==> src/rtl/reg_status_file.sv <==
// rtl/reg_status_file.sv - architectural register file with per-register rename status (busy + ROB tag)
// Optional same-cycle commit forwarding on the read ports is enabled by defining REG_BYPASS_EN.
module reg_status_file #(
    parameter int ROB_WIDTH = 4,
    parameter int REG_NUM   = 32
) (
    input  logic                 clk_in,
    input  logic                 rst_in,
    input  logic                 rdy_in,
    input  logic                 clear,
    input  logic                 commit_en,
    input  logic [4:0]           commit_rd,
    input  logic [31:0]          commit_wdata,
    input  logic [ROB_WIDTH-1:0] commit_tag,
    input  logic                 issue_en,
    input  logic [4:0]           issue_rd,
    input  logic [ROB_WIDTH-1:0] issue_tag,
    input  logic [4:0]           rs1_idx,
    output logic                 rs1_busy,
    output logic [ROB_WIDTH-1:0] rs1_tag,
    output logic [31:0]          rs1_val,
    input  logic [4:0]           rs2_idx,
    output logic                 rs2_busy,
    output logic [ROB_WIDTH-1:0] rs2_tag,
    output logic [31:0]          rs2_val
);

    logic [31:0]          regs_q [REG_NUM];
    logic [31:0]          regs_d [REG_NUM];
    logic [REG_NUM-1:0]   busy_q;
    logic [REG_NUM-1:0]   busy_d;
    logic [ROB_WIDTH-1:0] tag_q  [REG_NUM];
    logic [ROB_WIDTH-1:0] tag_d  [REG_NUM];

    logic commit_live;
    logic issue_live;

    assign commit_live = rdy_in && commit_en && (commit_rd != 5'd0);
    assign issue_live  = rdy_in && issue_en && !clear && (issue_rd != 5'd0);

    // Issue is applied after commit so a same-register rename in the same cycle wins.
    always_comb begin
        regs_d = regs_q;
        busy_d = busy_q;
        tag_d  = tag_q;
        if (commit_live) begin
            regs_d[commit_rd] = commit_wdata;
            if (busy_q[commit_rd] && (tag_q[commit_rd] == commit_tag)) begin
                busy_d[commit_rd] = 1'b0;
            end
        end
        if (rdy_in && clear) begin
            busy_d = '0;
        end
        if (issue_live) begin
            busy_d[issue_rd] = 1'b1;
            tag_d[issue_rd]  = issue_tag;
        end
    end

    always_ff @(posedge clk_in or posedge rst_in) begin
        if (rst_in) begin
            for (int i = 0; i < REG_NUM; i++) begin
                regs_q[i] <= '0;
                tag_q[i]  <= '0;
            end
            busy_q <= '0;
        end else begin
            regs_q <= regs_d;
            busy_q <= busy_d;
            tag_q  <= tag_d;
        end
    end

    function automatic logic [ROB_WIDTH+32:0] read_port(input logic [4:0] idx);
        logic                 busy;
        logic [ROB_WIDTH-1:0] tag;
        logic [31:0]          val;
        busy = busy_q[idx];
        tag  = tag_q[idx];
        val  = regs_q[idx];
`ifdef REG_BYPASS_EN
        // Forward the retiring value; the entry stays busy only if a younger rename holds it.
        if (commit_live && (commit_rd == idx)) begin
            val  = commit_wdata;
            busy = busy_q[idx] && (tag_q[idx] != commit_tag);
        end
`endif
        if (idx == 5'd0) begin
            busy = 1'b0;
            tag  = '0;
            val  = '0;
        end
        return {busy, tag, val};
    endfunction

    always_comb begin
        {rs1_busy, rs1_tag, rs1_val} = read_port(rs1_idx);
        {rs2_busy, rs2_tag, rs2_val} = read_port(rs2_idx);
    end

endmodule

==> config.mk <==
export PLATFORM = sky130hd
export DESIGN_NAME = reg_status_file
export DESIGN_NICKNAME = d
export VERILOG_FILES = /design/src/rtl/reg_status_file.sv
export SDC_FILE = /design/constraint.sdc
export NUM_CORES = 2
export LEC_CHECK = 0
export CELL_PAD_IN_SITES_DETAIL_PLACEMENT = 1
export CELL_PAD_IN_SITES_GLOBAL_PLACEMENT = 1
export CORE_UTILIZATION = 49
export DETAILED_ROUTE_END_ITERATION = 6
export GPL_TIMING_DRIVEN = 0
export PLACE_DENSITY = 0.73
export SYNTH_ARGS = -nofsm -noshare
export SYNTH_HDL_FRONTEND = slang
export SYNTH_SLANG_ARGS = --single-unit
export TNS_END_PERCENT = 30
==> constraint.sdc <==
create_clock -name clk_in -period 46.9 [get_ports clk_in]
set_input_delay 14.07 -clock clk_in [delete_from_list [all_inputs] [get_ports clk_in]]
set_output_delay 14.07 -clock clk_in [all_outputs]
set_load 0.01 [all_outputs]
Word-level counts from Yosys, hierarchy flattened:

Cells that the tools add are included.

* flip-flop bits (word level): 1184
* bits of input ports: 66
* output and inout port bits: 74

* $lt $le $gt $ge: 12
* eq/ne operators: 1
* muxes and demuxes: 41
* bitwise logic cells: 7
* reduce and logical (&&, ||, !) cells: 16

Operators by type and width (number)
* $bwmux W1024: 1
* $mux W32: 11
* $bmux W32 S5: 2
* $demux W32 S5: 1
* $bwmux W128: 1
* $bmux W4 S5: 3
* $mux W4: 9
* $and A32 B32 Y32: 1
* $not A32 Y32: 1
* $or A32 B32 Y32: 1
* $ge A6 B6 Y1 const B: 4
* $lt A5 B6 Y1 const B: 4
* $not A5 Y6: 4
* $demux W4 S5: 1
* $bmux W1 S5: 3
* $lt A6 B1 Y1 const B: 2
* $logic_and A1 B1 Y1: 11
* $demux W1 S5: 2
* $ge A5 B1 Y1 const B: 2
* $logic_not A5 Y1: 2
* $reduce_bool A5 Y1: 2
* $mux W1: 7
* $eq A4 B4 Y1: 1
* $logic_not A1 Y1: 1

Longest topological paths before layout:

* depth in word-level cells: 11
* mapped depth: 11

Worst setup path after synthesis:

Ideal clock, no wire load.

* kind: input -> output
* start point: in rs1_idx[0]
* end point: out rs1_tag[0]
* data arrival time: 16156 ps
* slack: 16674 ps
* cell stages on the path: 7
* buffers on the path: 3
* path through: buf_2 > buf_2 > buf_1 > mux4_2 > mux4_2 > mux2i_1 > nor2_1

* longest elaborated chain between the ends: 5
* elaborated cells between the ends (all ways): 6
* classes of those cells: mux: 4; bitwise: 1; reduce/logical: 1

RTL lines
* from (decl): RTL line 18 `input logic [4:0] rs1_idx,`
* $not A5 Y6 (not written as such): RTL line 80 `tag = tag_q[idx];`
* $bmux W4 S5: RTL line 80
* $mux W4 (not written as such) (2 in series): RTL line 80
* $mux W4 (*): RTL line 89 `if (idx == 5'd0) begin`
* to (decl): RTL line 20 `output logic [ROB_WIDTH-1:0] rs1_tag,`

Every way passes the cells marked *; elsewhere a longest branch is shown, timed or not. The select of a mux whose other input is x is not followed.

Worst setup path in the final report:

* start point: in rs2_idx[1]
* end point: out rs2_val[30]

* longest elaborated chain between the ends: 5
* elaborated cells between the ends (all ways): 6
* classes of those cells: mux: 4; bitwise: 1; reduce/logical: 1

RTL lines
* from (decl): RTL line 22 `input logic [4:0] rs2_idx,`
* $not A5 Y6 (not written as such): RTL line 81 `val = regs_q[idx];`
* $bmux W32 S5: RTL line 81
* $mux W32 (not written as such) (2 in series): RTL line 81
* $mux W32 (*): RTL line 89
* to (decl): RTL line 25 `output logic [31:0] rs2_val`

Marks and branches as above.

==> impl_metrics.toml <==
[synthesis]
synth_edf_count = 0
ys_warn_count = 0
synth_nets = 4040
ys_top_cells_by_area = "dfrtp_1 46%, mux4_2 27%, mux2_2 20%, clkbuf_1 1.6%, mux2i_1 1.5%"
synth_ff_type = "dfrtp_1"
yosysUniqueCellTypes = 48
yosys.area.top_type_share = 0.461
syn_area_um2 = 64200
synthArstFlopShare = 1.00
synth.avg_cell_area_um2 = 16.2
synth_top_cell_by_area = "dfrtp_1"
yosysSeqAreaShare = 0.461
synth_seq_cells = 1184
synthCells = 3974

[critical_path]
critical_path.max_stage_delay_ns = 1.22
crit_top_cell = "clkbuf_1"
critPathBufInv = 4
worstSetupPathType = "input pin to output port"
worstSetupStartpointType = "input pin"
slowest_stage = "clkbuf_1"
r2r-start = "tag_q[122]"
rrSetupSlack_ns = 44.12
crit_path_cell_trace = "clkbuf_1 > clkbuf_1 > clkbuf_1 > mux4_2 > mux4_2 > mux2i_1 > nor2_1 > clkdlybuf4s50_1"
required_ns = 32.83
cp-end-kind = "output port"
crit_arrival_ns = 19.25
cp_top_family = "buffers and inverters"
startpoint = "rs2_idx[1]"
crit_path_max_fanout = 10

[global_routing]
grt_use_total = 0.424
grt_max_degree = 43
antenna_found_initial = 7
first_global_vias = 45700
grt-ovfl-total = 0
grt_pass1_wl_mm = 378

[placed_design]
post-dp-hpwl_mm = 188
io_buffers = 134
dp_worst_setup_slack_ns = 13.94
gp_congestion = 1.01
place_inst = 5888

[sta]
fmax_mhz = 30.0
period_minus_slack_ns = 33.32
maxSlewViolCount = 143
setup-tns-final_ns = 0
clock_skew_ns = 0.0251
finalHoldViolations = 0
finalWorstSetupSlack_ns = 13.58
worst_pin_slew_ns = 1.65
final-setup-viol-count = 0
period_share = 0.710
maxSlewHeadroom = -0.102
rsz0062_at_grt = "no"

[finish]
drive_above_1_share = 0.533
nFillCells = 12000
area_delta_synth_final_pct = 14.0
stdcell_count = 6139
final_util = 0.564
layout.nets = 4357

[run]
maxCapViolations = 15

[drt]
wl_mm = 275
routed_via_density = 7.27
drt_iter0_drc = 6270
dr.pass1.iters = 6
wl_per_cell_um = 44.7
ant_nets = 0
drc = 0
vias = 44600

[cts]
postCtsHoldBufs = 0
h-tree-depth = 4
post_cts_resized = 0
cts_setup_buffers = 0
clk_latency_ns = 0.81
cts_root_buf = "clkbuf_16"
cts_tree = "built"
clk_pin_slew_ns = 0.06
clock_path_buffers = 3
cts_sinks = 1184
cts_buffers = 139

[power_and_ir_drop]
power.density_nw_per_um2 = 39.9
peakVddDrop_v = 0.0000358
leakage_nw = 31.9
power_w = 0.00292

[worst_hold_path]
min_from = "regs_q[992]"
hold_path_class = "flip-flop to flip-flop"

[run_status]
violations = "max-capacitance violations, max-slew violations"
status = "finished, violations left"

[floorplan]
core_um2 = 130000
fp.dieH_um = 364
dieWidth_um = 364
rows = 132
io_pins = 140
dieArea_um2 = 132000
start_util = 0.495
cells in the final DEF (no fill, tap or decap), types with 32 or more instances in the layout:
cell type	instances
buf_2	151
dfrtp_1	1184
buf_12	32
nor2_1	135
clkbuf_2	37
clkbuf_16	143
mux4_2	769
clkbuf_1	287
clkdlybuf4s50_1	134
mux2_2	1116
a21oi_1	35
mux2i_1	97
nand2_1	62
worst register-to-register path: stages (launching register included):
cell and delay [ns]:
dfrtp_1 0.42, mux4_1 0.55, o22ai_1 0.14, o211ai_1 0.23, mux2_4 0.39, buf_2 0.25, nor4_1 0.53, a21oi_1 0.13
synthesized netlist by cell type (5+ instances only):
cell type / instances
dfrtp_1: 1184
mux2_2: 1116
mux4_2: 769
clkbuf_1: 280
nor2_1: 136
buf_2: 113
mux2i_1: 97
nand2_1: 62
buf_1: 50
a21oi_1: 35
nor4_1: 15
a22oi_1: 12
nand3_1: 12
nor2b_1: 8
buf_6: 6
nand2b_1: 6
o221ai_1: 6
and3_1: 5
nand3b_1: 5
worst paths after layout:
check | endpoint | depth (start not counted)
max in group asynchronous | regs_q[434] | 8
worst min register to register | regs_q[992] | 1
worst max register to register | busy_q[19] | 7
min in group asynchronous | regs_q[642] | 2
worst min-delay path | regs_q[992] | 1
worst max-delay path | rs2_val[30] | 8
cell families (layout without fill, tap and decap cells):
group	Yosys count	in the layout	synth area share
other cells	0	3	0
flops	1184	1184	0.461
buf+inv	457	877	0.0299
simple gates	274	274	0.0193
mux	1985	1985	0.482
xor+xnor	3	3	0.000409
compound gates	71	71	0.00735
report_power, final:
| part | switching, W | internal [W] |
|---|---|---|
| sequential | 0.0000987 | 0.00114 |
| clock | 0.000463 | 0.000650 |
| combinational | 0.000276 | 0.000290 |
| total | 0.000838 | 0.00208 |
through the flow:
step | instance area, um^2 | hold WS [ns]
after floorplan | 64200 | 0.441
after global placement | 67700 | 0.452
after detailed placement | 68600 | 0.465
after CTS | 73100 | 0.481
after global routing | 73200 | 0.487
final | 73200 | 0.479
flip-flops by register name, summed over array words and instances, names as in the netlist:
signal  flops
busy_q     32
regs_q   1024
tag_q     128
per-layer routing:
layer  track usage  part of all wire  vias up
met2         0.595              0.43     3157
met3         0.155              0.12      847
li1              -                 -    16200
met1         0.553              0.37    24400
met4         0.283             0.078        4
met5             0          0.000091        -
area by class of cell:
type                       count  area, um^2  share of cell area
clock buffer                 206        4040              0.0551
clock inverter                38         497             0.00679
tap                         1742        2180              0.0298
inverter                       4        18.8            0.000256
multi-input combinational   2333       32700               0.446
sequential                  1184       29600               0.405
timing repair buffer         176        2180              0.0298
antenna                        3        7.51            0.000103
buffer                       453        2000              0.0273
No activity file was read; power rests on OpenSTA's default activity.
